File: config.mk
export PLATFORM = sky130hd
export DESIGN_NAME = carbon_z480_top
export DESIGN_NICKNAME = d
export VERILOG_FILES = /design/src/rtl/carbon_arch_pkg.sv /design/src/rtl/carbon_z480_mode_ctrl.sv /design/src/rtl/carbon_z480_top.sv
export SDC_FILE = /design/constraint.sdc
export NUM_CORES = 1
export LEC_CHECK = 0
export ABC_AREA = 0
export CAP_MARGIN = 0
export CORE_ASPECT_RATIO = 1.2
export CORE_MARGIN = 5
export CORE_UTILIZATION = 59
export DETAILED_ROUTE_END_ITERATION = 10
export PLACE_DENSITY = 0.8
export SYNTH_ARGS = -nofsm -noshare
export SYNTH_HDL_FRONTEND = slang
export SYNTH_SLANG_ARGS = --single-unit
File: constraint.sdc
create_clock -name clk -period 6.2 [get_ports clk]
set_input_delay 0.93 -clock clk [delete_from_list [all_inputs] [get_ports clk]]
set_output_delay 0.93 -clock clk [all_outputs]
set_load 0.01 [all_outputs]
File: src/rtl/carbon_arch_pkg.sv
`default_nettype none
// ============================================================================
// Module      : carbon_arch_pkg
// Description : Shared CarbonZ480 architecture definitions.
//               - Tier constants P0 (i8080) .. P7 (Z480)
//               - Core-id constants
//               - Boot-script opcode enum
//               - Tier -> core mapping function
// Ports       : none (package)
// Revision    : 1.0 - initial release
// ============================================================================
package carbon_arch_pkg;

    // Tier encoding, 8 bits wide
    localparam logic [7:0] CARBON_Z80_DERIVED_TIER_P0_I8080 = 8'd0;
    localparam logic [7:0] CARBON_Z80_DERIVED_TIER_P1       = 8'd1;
    localparam logic [7:0] CARBON_Z80_DERIVED_TIER_P2       = 8'd2;
    localparam logic [7:0] CARBON_Z80_DERIVED_TIER_P3       = 8'd3;
    localparam logic [7:0] CARBON_Z80_DERIVED_TIER_P4       = 8'd4;
    localparam logic [7:0] CARBON_Z80_DERIVED_TIER_P5       = 8'd5;
    localparam logic [7:0] CARBON_Z80_DERIVED_TIER_P6       = 8'd6;
    localparam logic [7:0] CARBON_Z80_DERIVED_TIER_P7_Z480  = 8'd7;

    // Core identifiers
    localparam logic [1:0] CARBON_CORE_ID_0 = 2'd0;  // P0-P1
    localparam logic [1:0] CARBON_CORE_ID_1 = 2'd1;  // P2-P3
    localparam logic [1:0] CARBON_CORE_ID_2 = 2'd2;  // P4-P6
    localparam logic [1:0] CARBON_CORE_ID_3 = 2'd3;  // P7

    // Boot-script opcodes, held in bits [15:12] of a script word
    typedef enum logic [3:0] {
        OP_NOP      = 4'h0,
        OP_WAIT     = 4'h1,
        OP_MODEUP   = 4'h2,
        OP_WRSIG    = 4'h3,
        OP_POWEROFF = 4'h4,
        OP_HALT     = 4'hF
    } script_op_e;

    // Core that hosts a given tier
    function automatic logic [1:0] tier_to_core(input logic [7:0] tier);
        logic [1:0] core;
        if (tier <= CARBON_Z80_DERIVED_TIER_P1) begin
            core = CARBON_CORE_ID_0;
        end else if (tier <= CARBON_Z80_DERIVED_TIER_P3) begin
            core = CARBON_CORE_ID_1;
        end else if (tier <= CARBON_Z80_DERIVED_TIER_P6) begin
            core = CARBON_CORE_ID_2;
        end else begin
            core = CARBON_CORE_ID_3;
        end
        return core;
    endfunction

endpackage : carbon_arch_pkg
`default_nettype wire

File: src/rtl/carbon_z480_mode_ctrl.sv
`default_nettype none
// ============================================================================
// Module      : carbon_z480_mode_ctrl
// Description : Tier/core state holder for CarbonZ480. Checks MODEUP
//               legality and times the handoff between cores.
// Ports       : clk       in   system clock
//               rst       in   synchronous active-high reset
//               req_i     in   one-cycle MODEUP request strobe
//               target_i  in   requested tier (12-bit script argument)
//               busy_o    out  handoff in progress
//               fault_o   out  sticky illegal-MODEUP flag
//               tier_o    out  active tier
//               core_o    out  active core
// Revision    : 1.0 - initial release
// ============================================================================
module carbon_z480_mode_ctrl
    import carbon_arch_pkg::*;
#(
    parameter int MODE_SWITCH_CYCLES = 8
) (
    input  logic        clk,
    input  logic        rst,
    input  logic        req_i,
    input  logic [11:0] target_i,
    output logic        busy_o,
    output logic        fault_o,
    output logic [7:0]  tier_o,
    output logic [1:0]  core_o
);

    localparam logic [15:0] c_SWITCH_LEN = 16'(MODE_SWITCH_CYCLES);

    logic [7:0]  tier_q;
    logic [1:0]  core_q;
    logic        busy_q;
    logic        fault_q;
    logic [15:0] cnt_q;
    logic [7:0]  pend_tier_q;
    logic        w_legal;

    // Only strictly upward moves inside the tier range are allowed.
    assign w_legal = (target_i <= {4'd0, CARBON_Z80_DERIVED_TIER_P7_Z480}) &&
                     (target_i >  {4'd0, tier_q});

    always_ff @(posedge clk) begin
        if (rst) begin
            tier_q      <= CARBON_Z80_DERIVED_TIER_P0_I8080;
            core_q      <= CARBON_CORE_ID_0;
            busy_q      <= 1'b0;
            fault_q     <= 1'b0;
            cnt_q       <= 16'd0;
            pend_tier_q <= 8'd0;
        end else if (busy_q) begin
            // Tier and core keep their old values for the whole handoff,
            // then both switch on the same edge.
            if (cnt_q <= 16'd1) begin
                tier_q <= pend_tier_q;
                core_q <= tier_to_core(pend_tier_q);
                busy_q <= 1'b0;
                cnt_q  <= 16'd0;
            end else begin
                cnt_q <= cnt_q - 16'd1;
            end
        end else if (req_i) begin
            if (!w_legal) begin
                fault_q <= 1'b1;
            end else if (c_SWITCH_LEN == 16'd0) begin
                tier_q <= target_i[7:0];
                core_q <= tier_to_core(target_i[7:0]);
            end else begin
                busy_q      <= 1'b1;
                cnt_q       <= c_SWITCH_LEN;
                pend_tier_q <= target_i[7:0];
            end
        end
    end

    assign busy_o  = busy_q;
    assign fault_o = fault_q;
    assign tier_o  = tier_q;
    assign core_o  = core_q;

endmodule : carbon_z480_mode_ctrl
`default_nettype wire

File: src/rtl/carbon_z480_top.sv
`default_nettype none
// ============================================================================
// Module      : carbon_z480_top
// Description : CarbonZ480 scripted-boot system top. Comes up in tier P0,
//               runs a fixed boot script (wait, MODEUP, write "Z480"
//               signature, poweroff) and halts.
// Ports       : clk        in   system clock
//               rst        in   synchronous active-high reset
//               signature  out  32-bit signature register, byte 0 in [7:0]
//               poweroff   out  sticky poweroff request
// Revision    : 1.0 - initial release
// ============================================================================
module carbon_z480_top
    import carbon_arch_pkg::*;
#(
    parameter int BOOT_WAIT          = 16,
    parameter int MODE_SWITCH_CYCLES = 8,
    parameter int TARGET_TIER        = 7
) (
    input  logic        clk,
    input  logic        rst,
    output logic [31:0] signature,
    output logic        poweroff
);

    // Sequencer states
    localparam logic [2:0] c_ST_IDLE    = 3'd0;
    localparam logic [2:0] c_ST_FETCH   = 3'd1;
    localparam logic [2:0] c_ST_EXEC    = 3'd2;
    localparam logic [2:0] c_ST_WAITCNT = 3'd3;
    localparam logic [2:0] c_ST_SWITCH  = 3'd4;
    localparam logic [2:0] c_ST_HALT    = 3'd5;

    // Probe points for benches
    logic [7:0]  host_active_tier;
    logic [1:0]  host_active_core;

    logic [2:0]  state_q, state_d;
    logic [2:0]  pc_q;
    logic [15:0] instr_q;
    logic [11:0] wait_cnt_q;
    logic [7:0]  modeup_arg_q;
    logic [31:0] sig_q;
    logic        poweroff_q;

    logic [3:0]  w_op;
    logic [11:0] w_arg;
    logic        w_fetch_en;
    logic        w_mode_req;
    logic        w_wait_load;
    logic        w_sig_wr;
    logic        w_po_set;
    logic        w_fault_take;
    logic        w_mode_busy;
    logic        w_mode_fault;

    // Boot script ROM
    function automatic logic [15:0] rom_word(input logic [2:0] addr);
        logic [15:0] word;
        case (addr)
            3'd0:    word = {OP_WAIT,     12'(BOOT_WAIT)};
            3'd1:    word = {OP_MODEUP,   12'(TARGET_TIER)};
            3'd2:    word = {OP_WRSIG,    2'b00, 2'd0, 8'h5A};
            3'd3:    word = {OP_WRSIG,    2'b00, 2'd1, 8'h34};
            3'd4:    word = {OP_WRSIG,    2'b00, 2'd2, 8'h38};
            3'd5:    word = {OP_WRSIG,    2'b00, 2'd3, 8'h30};
            3'd6:    word = {OP_POWEROFF, 12'h000};
            default: word = {OP_HALT,     12'h000};
        endcase
        return word;
    endfunction

    assign w_op  = instr_q[15:12];
    assign w_arg = instr_q[11:0];

    carbon_z480_mode_ctrl #(
        .MODE_SWITCH_CYCLES (MODE_SWITCH_CYCLES)
    ) u_mode_ctrl (
        .clk      (clk),
        .rst      (rst),
        .req_i    (w_mode_req),
        .target_i (w_arg),
        .busy_o   (w_mode_busy),
        .fault_o  (w_mode_fault),
        .tier_o   (host_active_tier),
        .core_o   (host_active_core)
    );

    // ------------------------------------------------------------------
    // Sequencer: state register
    // ------------------------------------------------------------------
    always_ff @(posedge clk) begin
        if (rst) begin
            state_q <= c_ST_IDLE;
        end else begin
            state_q <= state_d;
        end
    end

    // ------------------------------------------------------------------
    // Sequencer: next state. instr_q always holds the op being executed
    // in EXEC; the following op is prefetched alongside, so after WAIT or
    // a handoff the sequencer returns straight to EXEC.
    // ------------------------------------------------------------------
    always_comb begin
        state_d = state_q;
        case (state_q)
            c_ST_IDLE:  state_d = c_ST_FETCH;
            c_ST_FETCH: state_d = c_ST_EXEC;
            c_ST_EXEC: begin
                case (w_op)
                    OP_WAIT:   state_d = (w_arg == 12'd0) ? c_ST_EXEC : c_ST_WAITCNT;
                    OP_MODEUP: state_d = c_ST_SWITCH;
                    OP_HALT:   state_d = c_ST_HALT;
                    default:   state_d = c_ST_EXEC;
                endcase
            end
            c_ST_WAITCNT: begin
                if (wait_cnt_q <= 12'd1) begin
                    state_d = c_ST_EXEC;
                end
            end
            c_ST_SWITCH: begin
                if (w_mode_fault) begin
                    state_d = c_ST_HALT;
                end else if (!w_mode_busy) begin
                    state_d = c_ST_EXEC;
                end
            end
            c_ST_HALT:  state_d = c_ST_HALT;
            default:    state_d = c_ST_IDLE;
        endcase
    end

    // ------------------------------------------------------------------
    // Sequencer: control outputs
    // ------------------------------------------------------------------
    always_comb begin
        w_fetch_en   = 1'b0;
        w_mode_req   = 1'b0;
        w_wait_load  = 1'b0;
        w_sig_wr     = 1'b0;
        w_po_set     = 1'b0;
        w_fault_take = 1'b0;
        case (state_q)
            c_ST_FETCH: w_fetch_en = 1'b1;
            c_ST_EXEC: begin
                w_fetch_en  = (w_op != OP_HALT);
                w_mode_req  = (w_op == OP_MODEUP);
                w_wait_load = (w_op == OP_WAIT);
                // Signature is frozen once poweroff has been requested.
                w_sig_wr    = (w_op == OP_WRSIG) && !poweroff_q;
                w_po_set    = (w_op == OP_POWEROFF);
            end
            c_ST_SWITCH: w_fault_take = w_mode_fault;
            default: ;
        endcase
    end

    // ------------------------------------------------------------------
    // Datapath: PC, instruction, wait counter, signature, poweroff
    // ------------------------------------------------------------------
    always_ff @(posedge clk) begin
        if (rst) begin
            pc_q         <= 3'd0;
            instr_q      <= 16'h0000;
            wait_cnt_q   <= 12'd0;
            modeup_arg_q <= 8'h00;
            sig_q        <= 32'h0000_0000;
            poweroff_q   <= 1'b0;
        end else begin
            if (w_fetch_en) begin
                instr_q <= rom_word(pc_q);
                pc_q    <= pc_q + 3'd1;
            end

            if (w_wait_load) begin
                wait_cnt_q <= w_arg;
            end else if ((state_q == c_ST_WAITCNT) && (wait_cnt_q != 12'd0)) begin
                wait_cnt_q <= wait_cnt_q - 12'd1;
            end

            // The MODEUP word is gone from instr_q once the next op is
            // prefetched, so its argument is kept for the fault signature.
            if (w_mode_req) begin
                modeup_arg_q <= w_arg[7:0];
            end

            if (w_fault_take) begin
                sig_q      <= {16'hDEAD, 8'h00, modeup_arg_q};
                poweroff_q <= 1'b1;
            end else begin
                if (w_sig_wr) begin
                    sig_q[{w_arg[9:8], 3'b000} +: 8] <= w_arg[7:0];
                end
                if (w_po_set) begin
                    poweroff_q <= 1'b1;
                end
            end
        end
    end

    assign signature = sig_q;
    assign poweroff  = poweroff_q;

endmodule : carbon_z480_top
`default_nettype wire

* Yosys cells after proc, flatten, opt, wreduce, memory -nomap -nowiden
Cells that the tools add are included.
Storage, ports and cells: flip-flop bits (word level) 109, logic and storage cells 91
Cells by class: multiplexer cells 28, shift operators 2, reductions and logical operators 19, $add $sub $neg 4, bitwise gates (word level) 2, order comparisons 4, equality and inequality tests 19
Operators with widths (number):
- 16-bit one-hot mux with 7 select lines | 1
- 16-bit two-way mux | 4
- 32-bit two-way mux | 2
- 32-bit bitwise mux | 1
- 8-bit by 7-bit variable shift with 32-bit output (first input constant) | 1
- 8-bit by 7-bit indexed part select with 32-bit output | 1
- 12-bit two-way mux | 2
- 3-bit one-hot mux with 6 select lines | 1
- 16-bit by 1-bit <= comparator with 1-bit output (second input constant) | 1
- 16-bit by 1-bit subtractor with 16-bit output (second input constant) | 1
- 3-bit == test (second input constant) | 5
- 3-bit by 2-bit == test with 1-bit output (second input constant) | 4
- 12-bit by 8-bit > comparator with 1-bit output | 1
- 12-bit by 1-bit <= comparator with 1-bit output (second input constant) | 1
- 12-bit by 3-bit <= comparator with 1-bit output (second input constant) | 1
- 12-bit zero test | 1
- 1-bit two-way mux | 12
- 12-bit nonzero test | 1
- 12-bit by 1-bit subtractor with 12-bit output (second input constant) | 1
- 2-bit nonzero test | 5
- 3-bit two-way mux | 3
- 3-bit one-hot mux with 3 select lines | 1
- 4-bit by 2-bit == test with 1-bit output (second input constant) | 2
- 5-bit negator with 7-bit output | 1
- 16 further kinds | 24

* Longest topological paths before layout
Gate-level depths: netlist (run 1).
depth after elaboration 5, depth in mapped cells 9

* Cells and area by module
Synthesis (run 1) repeated with hierarchy kept, for this count alone.
Second synthesis, totals: cell total of the unflattened synthesis 628, area total of the unflattened synthesis 5252.5 um^2
Modules (own cells, without submodules):
- carbon_z480_top | area each 3504.6 um^2, times used 1, sequential area each 1381.3 um^2, cells an instance 415
- carbon_z480_mode_ctrl | area each 1747.9 um^2, times used 1, sequential area each 720.7 um^2, cells an instance 213

* Worst setup path after synthesis (run 1)
Ideal clock, no wire load.
path kind reg-to-reg, from register u_mode_ctrl.cnt_q[2], to register u_mode_ctrl.cnt_q[11], arrival 2364 ps, data required time 6080 ps, period minus slack after synthesis 2483 ps, cell stages (with the launch flop) 8, setup slack 3717 ps, buffers on the path 2, cell sequence dfxtp_1 > or4_1 > buf_2 > or4_1 > clkbuf_2 > or4_1 > and3_1 > a211o_1
Between the ends: word-level cells in the longest chain between the ends 3
RTL lines:
- start: declaration | RTL line carbon_z480_mode_ctrl.sv:37 | logic [15:0] cnt_q;
- start signal: assignment | RTL line carbon_z480_mode_ctrl.sv:62 | cnt_q <= cnt_q - 16'd1;
- start signal: assignment | RTL line carbon_z480_mode_ctrl.sv:72 | cnt_q <= c_SWITCH_LEN;
- 16-bit by 1-bit subtractor with 16-bit output or 16-bit by 1-bit <= comparator with 1-bit output (tied branches) | RTL line carbon_z480_mode_ctrl.sv:62, carbon_z480_mode_ctrl.sv:56
- 16-bit two-way mux (*) | RTL line carbon_z480_mode_ctrl.sv:56 | if (cnt_q <= 16'd1) begin
- 16-bit two-way mux (*) | RTL line carbon_z480_mode_ctrl.sv:53 | end else if (busy_q) begin
Every way passes the cells marked *; elsewhere a longest branch is shown, timed or not. A chain may end at the register's enable or synchronous reset.

* Final worst setup path (run 1)
from register state_q[2], to register u_mode_ctrl.cnt_q[9]
Between the ends: word-level cells in the longest chain between the ends 4
RTL lines:
- start: declaration | RTL line carbon_z480_top.sv:38 | logic [2:0] state_q, state_d;
- start signal: assignment | RTL line carbon_z480_top.sv:94 | state_q <= c_ST_IDLE;
- start signal: assignment | RTL line carbon_z480_top.sv:96 | state_q <= state_d;
- 3-bit by 2-bit == test with 1-bit output | RTL line carbon_z480_top.sv:145 | case (state_q)
- 1-bit two-way mux | RTL line carbon_z480_top.sv:145
- 2-bit nonzero test (no source line)
- 2-bit AND reduction (no source line)
No other way between the ends.

==> flow_metrics.py, run 1 <==
metrics = {
    "critical_path": {
        "cp_max_fo": 16,
        "rr_endpoint": "u_mode_ctrl.cnt_q[9]$_SDFFE_PP0P_",
        "cp_slowest_cell": "nor3b_1",
        "critPathCaptureType": "flip-flop",
        "reg2regPathDepth": 6,
        "criticalPathCategory": "flip-flop to flip-flop",
        "r2r_slack_ns": 3.38,
        "worst-path-buf-inv": 1,
        "crit_arrival_ns": 3.08,
        "cp-start-kind": "flip-flop",
        "crit_required_ns": 6.46,
        "critical-path-top-delay-family": "simple AND/OR/NAND/NOR gates",
        "r2r_start": "state_q[2]$_SDFFE_PP0P_",
        "path_cells": "nor3b_1, nand3_1, a311oi_1, nor3_1, buf_4, a221o_1",
        "slowest_delay_ns": 0.60,
        "cp-startpoint": "state_q[2]$_SDFFE_PP0P_",
    },
    "min_path": {
        "worstHoldPathCells": 2,
        "hp-start": "signature[17]$_SDFFE_PP0P_",
        "min_to": "signature[17]$_SDFFE_PP0P_",
        "min_path_type": "flip-flop to flip-flop",
    },
    "global_routing": {
        "grt_usage_pct": 23.5,
        "grt_max_degree": 71,
        "grt-ovfl-total": 0,
        "antenna_found_initial": 0,
        "grt_pass1_vias": 4067,
        "grt_pass1_wl_mm": 19.1,
    },
    "placed_design": {
        "io_buffers": 32,
        "gp_congestion": 0.853,
        "dp_hpwl_mm": 7.87,
        "dp_cells": 661,
    },
    "timing": {
        "finalCriticalPeriod_ns": 2.82,
        "whs_ns": 0.463,
        "final-max-slew-violation-count": 0,
        "max_freq_ghz": 0.355,
        "skew_ns": 0.0116,
        "rsz0062_at_grt": "no",
        "fin_crit_sh_pct": 45.4,
        "setup_violations": 0,
        "slew_headroom_pct": 33.2,
        "tns_ns": 0,
        "hold_violations": 0,
        "worst_slew_pin_slew_ns": 0.993,
    },
    "power_and_ir_drop": {
        "switching_share_pct": 35.0,
        "internal_power_mw": 1.13,
        "seq_power_share_pct": 45.9,
        "p_per_area_nw_per_um2": 324,
        "p_comb_share_pct": 26.9,
        "switching_power_mw": 0.609,
        "clock_power_share_pct": 27.2,
        "p_leak_nw": 2.24,
        "ir_drop_v": 0.000209,
    },
    "floorplanning": {
        "die_area_um2": 10100,
        "ios": 35,
        "die_x_um": 92.4,
        "core_area_um2": 8020,
        "fp.dieH_um": 109,
        "start_util_pct": 59.9,
        "rows": 36,
    },
    "finish": {
        "diodes": 0,
        "fillers": 686,
        "final_cell_mix": "dfxtp_1, nor2_1, a21oi_1",
        "layout_commonest_cell": "dfxtp_1",
        "drive_gt1_share_pct": 4.30,
        "area_delta_synth_final_pct": 11.6,
        "num-nets-final": 599,
        "final_core_util_pct": 66.9,
        "layout.cells.non_filler": 677,
    },
    "yosys": {
        "yosysWarningCount": 0,
        "syn_inst": 563,
        "ys_types": 52,
        "synth-main-ff-cell": "dfxtp_1",
        "ys_seq_elements": 101,
        "avgSynthCellArea_um2": 8.54,
        "synthArstFlopShare_pct": 0,
        "seq_area_frac_synth_pct": 42.1,
        "netlist_area_um2": 4810,
        "synth_edf_count": 0,
    },
    "clock_tree": {
        "cts-buffers-inserted": 9,
        "cts-htree-levels": 3,
        "insertion_delay_ns": 0.37,
        "cts_resized": 0,
        "clock-sinks": 101,
        "cts_tree": "yes",
        "clk_pin_slew_ns": 0.10,
        "postCtsHoldBufs": 0,
        "cts-root-buf": "clkbuf_8",
        "clockBufferDepth": 2,
        "postCtsSetupBuffers": 0,
    },
    "drt": {
        "drt_iter0_markers": 233,
        "viasPerCell": 6.18,
        "vias": 4186,
        "wire_per_inst_um": 16.7,
        "final_antenna_net_count": 0,
        "post-route-drc-count": 0,
        "dr.pass1.iters": 5,
        "finalWirelength_mm": 11.3,
    },
    "outcome": {
        "run_status": "finished, final reports clean",
    },
    "job": {
        "max_cap_viol_count": 0,
    },
}
-- layer usage --
metal  up-vias  track usage [%]  share of wire, %  routed length (um)
met3        27             4.49               3.7                 414
met1      1983             28.1                42                4770
met5         -                0                 0                   0
met4         0             11.1               2.7                 308
met2       114             40.5                52                5830
li1       2062                -                 -                   -
-- cell usage after synthesis (8+ instances only) --
master / instances / area share, %
inv_1: 19 / 1.5
a21o_1: 12 / 1.9
nor4_1: 9 / 1.2
or4_1: 9 / 1.4
clkbuf_1: 26 / 2.0
nand3_1: 26 / 2.7
nand3b_1: 8 / 1.2
nor2_1: 59 / 4.6
mux2i_1: 22 / 4.6
and3_1: 10 / 1.3
a31oi_1: 12 / 1.6
dfxtp_1: 101 / 42
o21ai_0: 12 / 1.2
ha_1: 20 / 5.2
nor3_1: 24 / 2.5
a21oi_1: 48 / 5.0
and2_1: 9 / 1.2
nand2_1: 37 / 2.9
-- tightest hold or removal path: cells and delay by family, from the launching register on --
family / cells / cell delay [ns]
DFF: 1 / 0.33
and+or+nand+nor: 1 / 0.05
AOI/OAI and AO/OA: 1 / 0.05
-- flip-flops by register name, indices dropped and copies added, names as in the netlist --
| name | count |
|---|---|
| wait_cnt_q | 12 |
| state_q | 3 |
| poweroff | 1 |
| u_mode_ctrl.busy_o | 1 |
| u_mode_ctrl.fault_o | 1 |
| instr_q | 13 |
| modeup_arg_q | 7 |
| u_mode_ctrl.cnt_q | 16 |
| u_mode_ctrl.pend_tier_q | 7 |
| u_mode_ctrl.tier_o | 7 |
| pc_q | 3 |
| signature | 30 |
-- per-stage QoR --
stage / setup WS [ns] / cell area (um^2) / total power [mW]
after floorplan: 3.72 / 4810 / 1.15
after global placement: 3.49 / 5130 / 1.25
after detailed placement: 3.42 / 5130 / 1.27
after CTS: 3.40 / 5360 / 1.74
after global routing: 3.01 / 5360 / 1.84
final: 3.38 / 5360 / 1.74
-- area by class of cell --
class / instances / area, um^2 / share of cell area (%)
Tap cell: 95 / 119 / 2.22
Multi-Input combinational cell: 411 / 2580 / 48.1
Clock buffer: 10 / 138 / 2.57
Sequential cell: 101 / 2020 / 37.7
Inverter: 19 / 71.3 / 1.33
Clock inverter: 6 / 95.1 / 1.77
Timing Repair Buffer: 35 / 338 / 6.30
-- cells by family (layout without fill, tap and decap cells) --
kind of cell / count (synthesis) / count (layout) / share of synthesized area, %
AND/OR/NAND/NOR: 230 / 230 / 24.7
AO/OA/AOI/OAI: 129 / 129 / 17.5
flip-flops: 101 / 101 / 42.1
buffers and inverters: 52 / 70 / 4.30
multiplexers: 24 / 24 / 5.05
adder cells (fa/ha/maj): 20 / 20 / 5.21
XOR/XNOR: 6 / 6 / 1.09
other: 1 / 2 / 0.0780
-- worst max path at each step --
stage	slack, ns	endpoint	cells after the start
floorplan	3.72	u_mode_ctrl.cnt_q[11]$_SDFFE_PP0P_	7
global placement	3.49	signature[3]$_SDFFE_PP0P_	4
detailed placement	3.42	u_mode_ctrl.cnt_q[9]$_SDFFE_PP0P_	6
CTS	3.40	u_mode_ctrl.cnt_q[9]$_SDFFE_PP0P_	6
global route	3.01	u_mode_ctrl.cnt_q[9]$_SDFFE_PP0P_	6
finish	3.38	u_mode_ctrl.cnt_q[9]$_SDFFE_PP0P_	6
-- power by group through the flow --
stage / Clock [mW] / Combinational (mW) / Sequential, mW
floorplan: 0 / 0.404 / 0.750
global placement: 0 / 0.445 / 0.807
detailed placement: 0 / 0.457 / 0.812
CTS: 0.480 / 0.463 / 0.797
global route: 0.508 / 0.529 / 0.806
finish: 0.473 / 0.468 / 0.797
(Power assumes the default switching activity.)
==> run 2, diff against run 1 <==
--- a/config.mk
+++ b/config.mk
@@ -9,9 +9,9 @@
 export CAP_MARGIN = 0
 export CORE_ASPECT_RATIO = 1.2
 export CORE_MARGIN = 5
-export CORE_UTILIZATION = 59
+export CORE_UTILIZATION = 58
 export DETAILED_ROUTE_END_ITERATION = 10
-export PLACE_DENSITY = 0.8
+export PLACE_DENSITY = 0.79
 export SYNTH_ARGS = -nofsm -noshare
 export SYNTH_HDL_FRONTEND = slang
 export SYNTH_SLANG_ARGS = --single-unit
==> constraint.sdc (replaced) <==
create_clock -name clk -period 2.7 [get_ports clk]
set_input_delay 0.405 -clock clk [delete_from_list [all_inputs] [get_ports clk]]
set_output_delay 0.405 -clock clk [all_outputs]
set_load 0.01 [all_outputs]
==> flow_metrics.py, run 2 (synthesis results as in run 1) <==
metrics = {
    "critical_path": {
        "criticalPathCategory": "flip-flop to flip-flop",
        "critPathCaptureType": "flip-flop",
        "cp_max_fo": 7,
        "crit_arrival_ns": 2.71,
        "cp-startpoint": "u_mode_ctrl.cnt_q[2]$_SDFFE_PP0P_",
        "cp-start-kind": "flip-flop",
        "crit_required_ns": 2.98,
        "r2r_start": "u_mode_ctrl.cnt_q[2]$_SDFFE_PP0P_",
    },
    "finish": {
        "area_delta_synth_final_pct": 14.5,
        "final_cell_mix": "dfxtp_1, nor2_1, a21oi_1",
        "drive_gt1_share_pct": 8.24,
        "num-nets-final": 624,
        "layout_commonest_cell": "dfxtp_1",
        "final_area_um2": 5500,
        "largest_reg_flops": 30,
        "diodes": 0,
    },
    "power_and_ir_drop": {
        "p_leak_nw": 2.33,
        "p_per_area_nw_per_um2": 716,
        "p_total_mw": 3.94,
        "ir_drop_v": 0.000464,
    },
    "drt": {
        "dr.pass1.iters": 4,
        "drt_iter0_markers": 294,
        "finalWirelength_mm": 11.7,
        "wire_per_inst_um": 16.6,
        "vias": 4313,
        "post-route-drc-count": 0,
        "viasPerCell": 6.14,
        "final_antenna_net_count": 0,
    },
    "timing": {
        "finalCriticalPeriod_ns": 2.43,
        "setup_violations": 0,
        "rsz0062_at_grt": "no",
        "final-max-slew-violation-count": 0,
        "tns_ns": 0,
        "hold_violations": 0,
        "fin_ws_ns": 0.266,
        "slew_headroom_pct": 21.8,
        "skew_ns": 0.0139,
        "worst_slew_pin_slew_ns": 1.16,
        "max_freq_ghz": 0.411,
        "fin_crit_sh_pct": 90.1,
    },
    "global_routing": {
        "grt-ovfl-total": 0,
        "use_met1_pct": 30.2,
        "grt_usage_pct": 24.0,
        "grt_pass1_vias": 4108,
        "grt_use_met3_pct": 5.00,
        "top_usage_layer": "met2",
        "met2_usage_pct": 41.4,
        "grt_pass1_wl_mm": 19.6,
        "antenna_found_initial": 0,
        "grt_max_degree": 56,
    },
    "floorplanning": {
        "die_x_um": 93.1,
        "core_area_um2": 8110,
        "fp.dieH_um": 110,
        "start_util_pct": 59.3,
        "die_area_um2": 10200,
        "ios": 35,
        "rows": 36,
    },
    "min_path": {
        "hp-start": "signature[8]$_SDFFE_PP0P_",
        "min_path_type": "flip-flop to flip-flop",
    },
    "outcome": {
        "run_status": "finished, final reports clean",
    },
    "placed_design": {
        "placed_area_um2": 5320,
        "pre_cts_ws_ns": 0.276,
        "gp_congestion": 0.872,
        "dp_hpwl_mm": 8.17,
        "io_buffers": 32,
    },
    "job": {
        "max_cap_viol_count": 0,
    },
    "clock_tree": {
        "clockBufferDepth": 2,
        "cts-htree-levels": 3,
        "cts-root-buf": "clkbuf_8",
        "postCtsSetupBuffers": 0,
        "cts_resized": 0,
        "cts-buffers-inserted": 9,
        "cts_tree": "yes",
        "postCtsHoldBufs": 0,
        "insertion_delay_ns": 0.38,
        "clk_pin_slew_ns": 0.10,
        "clock-sinks": 101,
    },
}
==> run 2: cell types whose count changed in the layout (fill, tap and decap cells not counted), sizes merged <==
cell,change
bufinv,-2
clkbuf,-1
inv,+2
clkinvlp,+1
buf,+25
==> run 2: path summary, 6_finish.rpt <==
path / end / slack, ns / cells past startpoint
max: u_mode_ctrl.cnt_q[11]$_SDFFE_PP0P_ / 0.27 / 5
min: signature[8]$_SDFFE_PP0P_ / 0.46 / 2
max reg2reg: u_mode_ctrl.cnt_q[11]$_SDFFE_PP0P_ / 0.27 / 5
min reg2reg: signature[8]$_SDFFE_PP0P_ / 0.46 / 2
==> run 2: metal layers <==
metal | vias up | share of wire [%]
li1 | 2114 | -
met1 | 2060 | 44
met5 | - | 0
met2 | 116 | 50
met4 | 0 | 1.9
met3 | 23 | 4.4
==> run 2: critical path: stages, from the launching register on <==
cell and delay, ns:
dfxtp_1 0.35, or4_1 0.62, or4_1 0.51, or4_1 0.43, and3_1 0.20, a211o_1 0.22
==> run 2: cell type report <==
class                   count  area [um^2]
fillers                   666         2610
multi-input cells         411         2580
flip-flops and latches    101         2020
repair buffers             60          526
clock buffers               9          124
well taps                  95          119
inverters                  19         71.3
clock inverters             7         58.8
==> run 2: per-stage QoR <==
stage                     instances  hold WS [ns]  utilization [%]
final                           702         0.455             67.9
after global routing            702         0.454             67.9
after CTS                       702         0.438             67.9
after detailed placement        686         0.443             65.6
after global placement          686         0.443             65.6
after floorplan                 564         0.429                -
==> run 2: power by group <==
group | switching (mW) | internal, mW
sequential | 0.155 | 1.60
combinational | 0.743 | 0.533
clock | 0.563 | 0.350
==> run 3, diff against run 2 <==
--- a/config.mk
+++ b/config.mk
@@ -12,6 +12,8 @@
 export CORE_UTILIZATION = 58
 export DETAILED_ROUTE_END_ITERATION = 10
 export PLACE_DENSITY = 0.79
+export RECOVER_POWER = 100
+export SLEW_MARGIN = 40
 export SYNTH_ARGS = -nofsm -noshare
 export SYNTH_HDL_FRONTEND = slang
 export SYNTH_SLANG_ARGS = --single-unit
==> flow_metrics.py, run 3 (synthesis results as in run 1) <==
metrics = {
    "timing": {
        "tns_ns": 0,
        "worst_slew_pin_slew_ns": 1.18,
        "max_freq_ghz": 0.405,
        "final-max-slew-violation-count": 0,
        "fin_ws_ns": 0.232,
        "fin_crit_sh_pct": 91.4,
        "slew_headroom_pct": 20.8,
        "finalCriticalPeriod_ns": 2.47,
        "skew_ns": 0.0136,
        "setup_violations": 0,
        "rsz0062_at_grt": "no",
        "hold_violations": 0,
    },
    "global_routing": {
        "antenna_found_initial": 0,
        "grt_usage_pct": 23.7,
        "grt_pass1_wl_mm": 19.4,
        "grt-ovfl-total": 0,
        "grt_pass1_vias": 4177,
        "grt_max_degree": 56,
    },
    "power_and_ir_drop": {
        "p_leak_nw": 2.41,
        "switching_power_mw": 1.44,
        "internal_power_mw": 2.54,
        "p_per_area_nw_per_um2": 726,
        "clock_power_share_pct": 24.5,
        "seq_power_share_pct": 43.9,
        "ir_drop_v": 0.000358,
        "p_comb_share_pct": 31.6,
        "switching_share_pct": 36.2,
    },
    "finish": {
        "drive_gt1_share_pct": 6.75,
        "layout_commonest_cell": "dfxtp_1",
        "fillers": 670,
        "final_cell_mix": "dfxtp_1, nor2_1, a21oi_1",
        "diodes": 0,
        "largest_reg_flops": 30,
        "area_delta_synth_final_pct": 14.2,
        "num-nets-final": 624,
    },
    "critical_path": {
        "r2r_slack_ns": 0.23,
        "criticalPathCategory": "flip-flop to flip-flop",
        "crit_arrival_ns": 2.73,
        "crit_required_ns": 2.96,
        "cp_max_fo": 14,
        "critPathCaptureType": "flip-flop",
        "cp-start-kind": "flip-flop",
    },
    "placed_design": {
        "io_buffers": 32,
        "pre_cts_ws_ns": 0.287,
        "dp_hpwl_mm": 8.26,
        "gp_congestion": 0.872,
    },
    "drt": {
        "wire_per_inst_um": 16.8,
        "dr.pass1.iters": 5,
        "viasPerCell": 6.13,
        "drt_iter0_markers": 208,
        "vias": 4303,
        "post-route-drc-count": 0,
        "final_antenna_net_count": 0,
        "finalWirelength_mm": 11.8,
    },
    "clock_tree": {
        "cts-htree-levels": 3,
        "cts-root-buf": "clkbuf_8",
        "cts-buffers-inserted": 9,
        "cts_resized": 0,
        "postCtsHoldBufs": 0,
        "cts_tree": "yes",
        "postCtsSetupBuffers": 0,
        "insertion_delay_ns": 0.37,
        "clk_pin_slew_ns": 0.10,
        "clockBufferDepth": 2,
        "clock-sinks": 101,
    },
    "min_path": {
        "min_path_type": "flip-flop to flip-flop",
    },
    "floorplanning": {
        "die_area_um2": 10200,
        "ios": 35,
        "core_area_um2": 8110,
        "die_x_um": 93.1,
        "start_util_pct": 59.3,
        "rows": 36,
        "fp.dieH_um": 110,
    },
    "job": {
        "max_cap_viol_count": 0,
    },
    "outcome": {
        "run_status": "finished, final reports clean",
    },
}
-- run 3: critical path, cell delays in order, from the launching register on --
cell and delay (ns):
dfxtp_1 0.41, ha_1 0.32, nand4_1 0.14, a211o_1 0.31
a311oi_1 0.46, nor3_1 0.08, clkbuf_2 0.26, a221o_1 0.38
-- run 3: final cells by class --
class                           count  area (um^2)  share of cell area [%]
Clock buffer                       10          128                    2.33
Inverter                           19         71.3                    1.30
Sequential cell                   101         2020                    36.8
Clock inverter                      6         72.6                    1.32
Tap cell                           95          119                    2.17
Timing Repair Buffer               60          485                    8.84
Multi-Input combinational cell    411         2590                    47.2
-- run 3: through the flow --
| stage | cells | utilization (%) | hold slack, ns | power, mW | cell area [um^2] |
|---|---|---|---|---|---|
| floorplan | 564 | - | 0.429 | 2.65 | 4810 |
| finish | 702 | 67.7 | 0.453 | 3.99 | 5490 |
| global placement | 686 | 65.6 | 0.443 | 2.98 | 5320 |
| detailed placement | 686 | 65.7 | 0.443 | 3.04 | 5330 |
| CTS | 702 | 68.1 | 0.456 | 4.00 | 5530 |
| global route | 702 | 67.7 | 0.468 | 4.22 | 5490 |
-- run 3: path summary, 6_finish.rpt --
check                       startpoint                                 to  cells after the start
max reg2reg    instr_q[4]$_SDFFE_PP0P_  u_mode_ctrl.cnt_q[9]$_SDFFE_PP0P_                      7
max            instr_q[4]$_SDFFE_PP0P_  u_mode_ctrl.cnt_q[9]$_SDFFE_PP0P_                      7
min          signature[8]$_SDFFE_PP0P_          signature[8]$_SDFFE_PP0P_                      2
min reg2reg  signature[8]$_SDFFE_PP0P_          signature[8]$_SDFFE_PP0P_                      2
-- run 3: metal layers --
layer / routed length (um) / vias up / track usage [%]
met5: 0 / - / 0
met4: 246 / 0 / 10.1
met3: 653 / 20 / 4.04
met2: 5830 / 148 / 40.6
met1: 5030 / 2021 / 29.4
li1: - / 2114 / -
-- run 3: power by group through the flow --
stage          Sequential, mW  Combinational (mW)  Clock (mW)
2_1_floorplan            1.72               0.929           0
3_3_place_gp             1.77                1.21           0
3_5_place_dp             1.78                1.26           0
4_1_cts                  1.75                1.27       0.984
5_1_grt                  1.77                1.39        1.06
6_report                 1.75                1.26       0.976
==> variant 1, RTL diff (config.mk and constraints of run 2) <==
Make the reset (`rst`) asynchronous in 3 clocked blocks. Comments in the files are not updated.
--- a/src/rtl/carbon_z480_mode_ctrl.sv
+++ b/src/rtl/carbon_z480_mode_ctrl.sv
@@ -44,3 +44,3 @@
 
-    always_ff @(posedge clk) begin
+    always_ff @(posedge clk or posedge rst) begin
         if (rst) begin
--- a/src/rtl/carbon_z480_top.sv
+++ b/src/rtl/carbon_z480_top.sv
@@ -91,3 +91,3 @@
     // ------------------------------------------------------------------
-    always_ff @(posedge clk) begin
+    always_ff @(posedge clk or posedge rst) begin
         if (rst) begin
@@ -162,3 +162,3 @@
     // ------------------------------------------------------------------
-    always_ff @(posedge clk) begin
+    always_ff @(posedge clk or posedge rst) begin
         if (rst) begin
Behaviour: no difference found for any inputs over 10 cycles, from zero or initial values and one cycle with rst high; that may be too few to reach the edited logic, so the function may still have changed.
==> variant 1 against run 2 <==
Worst setup slack lost 78 ps. First-iteration DRC count shrank 7.1%. Critical path depth grew 3. Routed wire length shrank 5.7%. Area after synthesis grew 6.3%. Maximum frequency shrank 3.1%. Sequential cell count is the same. Design area grew 5.2%. Largest cell class is now registers. Die area grew 5.7%. Critical path type unchanged.
Power is not compared: it rests on default switching activity, and its combinational part moved more than twofold at a synthesized area within 25%.
==> variant 1: results (changes against run 2) <==
* Synth Area in Compound Gates at 14.3% (was 17.5%)
* Inverters at 20 (was 19)
* Number of multi-input logic gates at 391 (was 411)
* Clock skew at 9.91 ps (was 13.9 ps)
* Placed insts at 678 (was 686)
* DR pass1 iterations at 5 (was 4)
* Multi-input logic area at 0.00237 mm² (was 0.00258 mm²)
* HP Class: in -> async (was reg -> reg)
* First-iteration detailed-routing DRC count at 273 (was 294)
* Sequential area share after synthesis at 49.5% (was 42.1%)
* XOR/XNOR share of the synthesized area at 1.54% (was 1.09%)
* Reg2Reg Setup Slack at 190 ps (was 270 ps)
* Area taken by flip-flops and latches at 0.00253 mm² (was 0.00202 mm²)
* Largest net degree at the start of global routing at 46 (was 56)
* Outcome: finished, final reports clean (unchanged)
* Post-synth top cells: 101 x dfrtp_1, 95 x nand2_1, 46 x nor2_1 (was 101 x dfxtp_1, 59 x nor2_1, 48 x a21oi_1)
* First-pass GRT wire length at 19100 µm (was 19600 µm)
* DP HPWL at 7690 µm (was 8170 µm)
* Synth Instances at 537 (was 563)
* Synth Cell Area at 0.00511 mm² (was 0.00481 mm²)
* CLK BUF at 10 (was 9)
* Mux cell area share after synthesis at 3.31% (was 5.05%)
* WL final at 11000 µm (was 11700 µm)
* Share of cells above drive strength 1 at 9.71% (was 8.24%)
* Critical R2R Capture: u_mode_ctrl.cnt_q[8]$_DFFE_PP0P_ (was u_mode_ctrl.cnt_q[11]$_SDFFE_PP0P_)
* Cell Area, Placed at 0.00560 mm² (was 0.00532 mm²)
* Routed met3 length at 508 µm (was 518 µm)
## variant 1: cell count changes in the layout (fill, tap and decap cells not counted), sizes merged, moves of 10 or more
cell and change:
dfxtp -101, a21o -10, o21ai +37, a31oi -11, nand3 -16, nor2 -13, nand2 +59, buf -12
nor3 -12, mux2i -16, dfrtp +101, a21oi -19
## variant 1: worst max-delay path by stage
stage | cells past startpoint | to | from | slack (ps)
after floorplan | 9 | u_mode_ctrl.cnt_q[6]$_DFFE_PP0P_ | instr_q[8]$_DFFE_PP0P_ | 300
after global placement | 6 | u_mode_ctrl.cnt_q[6]$_DFFE_PP0P_ | state_q[0]$_DFFE_PP0P_ | 350
after detailed placement | 8 | u_mode_ctrl.cnt_q[8]$_DFFE_PP0P_ | instr_q[8]$_DFFE_PP0P_ | 240
after CTS | 8 | u_mode_ctrl.cnt_q[8]$_DFFE_PP0P_ | instr_q[8]$_DFFE_PP0P_ | 200
after global routing | 8 | u_mode_ctrl.cnt_q[8]$_DFFE_PP0P_ | instr_q[8]$_DFFE_PP0P_ | 10
final | 8 | u_mode_ctrl.cnt_q[8]$_DFFE_PP0P_ | instr_q[8]$_DFFE_PP0P_ | 190
## variant 1: power groups by stage
stage | logic [µW] | registers, µW | clock network [µW]
after floorplan | 25.7 | 1540 | 0
after global placement | 40.4 | 1540 | 0
after detailed placement | 41.6 | 1540 | 0
after CTS | 41.2 | 1510 | 964
after global routing | 47.1 | 1510 | 1020
final | 39.0 | 1510 | 943
## variant 1: worst max-delay path: stages, from the launching register on
cell      delay [ps]
dfrtp_1          480
inv_1            160
ha_1             240
nand4_1          150
a211oi_1         220
or3_1            290
a31oi_4          270
nor4_1           400
mux2i_1          230
==> variant 2, RTL diff (settings of run 2) <==
Without the edit above. `TARGET_TIER`: 7 -> 6.
--- a/src/rtl/carbon_z480_top.sv
+++ b/src/rtl/carbon_z480_top.sv
@@ -17,3 +17,3 @@
     parameter int MODE_SWITCH_CYCLES = 8,
-    parameter int TARGET_TIER        = 7
+    parameter int TARGET_TIER        = 6
 ) (
Behaviour: same outputs for any inputs over 10 cycles, from zero or initial values and one cycle with rst high; that may be too few to reach the edited logic, so the function may still have changed.
==> variant 2 against run 2 <==
Synthesized cell count fell by 0.71%. Count of clock-buffer cells in the layout rose by 2. Die area fell by 1.7%. Power fell by 7.2%. Worst setup slack improved by 88 ps. Area after synthesis fell by 1.9%. Sequential cell count fell by 8. Worst hold slack improved by 4.0 ps. Via count fell by 5.1%. Design area fell by 5.2%. Routed wire length fell by 5.5%. Combinational power fell by 20%. Global-route usage fell by 0.33 points. Critical path type unchanged. Highest routed layer unchanged.
==> variant 2: results (changes against run 2) <==
* Outcome: finished, final reports clean (unchanged)
* Hold EP: signature[14]$_SDFFE_PP0P_ (was signature[8]$_SDFFE_PP0P_)
* Post-synth top cells: 93 x dfxtp_1, 58 x nor2_1, 48 x nand2_1 (was 101 x dfxtp_1, 59 x nor2_1, 48 x a21oi_1)
* Via/cell ratio at 6.08 (was 6.14)
* Top delay family on crit path: compound AO/OA/AOI/OAI gates (was simple AND/OR/NAND/NOR gates)
* Pre-CTS setup slack at 398 ps (was 276 ps)
* Top cells by area, synth: dfxtp_1 40%, ha_1 5.3%, a21oi_1 5.0%, nor2_1 4.6%, nand2_1 3.8% (was dfxtp_1 42%, ha_1 5.2%, a21oi_1 5.0%, nor2_1 4.6%, mux2i_1 4.6%)
* IO buf count at 29 (was 32)
* Arrival @ worst endpoint at 2640 ps (was 2710 ps)
* Largest fanout on the critical path at 16 (was 7)
* DR pass1 iterations at 5 (was 4)
* Max reg flops at 26 (was 30)
* Pint at 2340 µW (was 2480 µW)
* First-iteration detailed-routing DRC count at 200 (was 294)
* Beginning of the worst hold path: signature[14]$_SDFFE_PP0P_ (was signature[8]$_SDFFE_PP0P_)
* Worst-case vdd ir drop at 0.395 mV (was 0.464 mV)
* Sequential area share after synthesis at 39.5% (was 42.1%)
* Slowest stage delay, CP at 530 ps (was 620 ps)
* Placed insts at 657 (was 686)
* FF-to-FF path depth at 8 (was 5)
* Critical R2R Capture: u_mode_ctrl.cnt_q[13]$_SDFFE_PP0P_ (was u_mode_ctrl.cnt_q[11]$_SDFFE_PP0P_)
* Leakage power at 0.00195 µW (was 0.00233 µW)
* Tot GR Track Use at 23.6% (was 24.0%)
* Via Count at 4092 (was 4313)
* DP HPWL at 7710 µm (was 8170 µm)
* Synth Instances at 559 (was 563)
* Clock skew at 12.4 ps (was 13.9 ps)
## variant 2: cell types whose count changed after synthesis, sizes merged, moves of 6 or more
cell           run 2  this run
a221o              7         0
clkbuf            28        19
a21o              12         3
inv               19        27
a211oi             6        16
buf                5        25
a22oi              1         9
nor3              24        30
dfxtp            101        93
nand2             37        49
nand4              5        11
## variant 2: how the worst max path moves through the flow
stage | start | end
after floorplan | instr_q[1]$_SDFFE_PP0P_ | u_mode_ctrl.cnt_q[10]$_SDFFE_PP0P_
after CTS | instr_q[1]$_SDFFE_PP0P_ | u_mode_ctrl.cnt_q[11]$_SDFFE_PP0P_
after global placement | instr_q[1]$_SDFFE_PP0P_ | u_mode_ctrl.cnt_q[13]$_SDFFE_PP0P_
after global routing | u_mode_ctrl.cnt_q[0]$_SDFFE_PP0P_ | u_mode_ctrl.cnt_q[11]$_SDFFE_PP0P_
final | u_mode_ctrl.cnt_q[0]$_SDFFE_PP0P_ | u_mode_ctrl.cnt_q[13]$_SDFFE_PP0P_
after detailed placement | instr_q[1]$_SDFFE_PP0P_ | u_mode_ctrl.cnt_q[11]$_SDFFE_PP0P_
## variant 2: power by group through the flow
stage               registers, µW  logic, µW  clock network (µW)
detailed placement           1710       1020                   0
floorplan                    1570        918                   0
CTS                          1670       1030                 973
global placement             1700        988                   0
finish                       1680       1030                 947
global route                 1700       1160                1030
## variant 2: metrics by stage
step                power [µW]  hold WS, ps
floorplan                 2490          452
global placement          2690          445
detailed placement        2720          447
CTS                       3670          466
global route              3890          494
finish                    3660          459
## variant 2: kinds of logic after synthesis
family | synth area share (%)
AND/OR/NAND/NOR | 25.3
AO/OA/AOI/OAI | 18.0
flip-flops | 39.5
buffers and inverters | 7.01
adder cells (fa/ha/maj) | 5.31
multiplexers | 3.85
XOR/XNOR | 0.929
other | 0.0796
## variant 2: cell type report
type / instances / area (µm²) / area share (%)
multi-input combinational: 399 / 2540 / 48.8
sequential: 93 / 1860 / 35.7
timing repair buffer: 43 / 390 / 7.49
clock buffer: 11 / 141 / 2.71
tap: 95 / 119 / 2.28
inverter: 27 / 101 / 1.94
clock inverter: 5 / 58.8 / 1.13
## variant 2: worst min-delay path, stage by stage, from the launching register on
cell and delay [ps]:
dfxtp_1 320, nand2_1 50, a21oi_1 50
## variant 2: per-layer routing
metal  vias up  wire length [µm]  track usage (%)
met4         0               396             11.4
met3        29               463             4.76
met2       103              5440             40.9
met5         -                 0                0
met1      1927              4720             28.1
li1       2033                 -                -
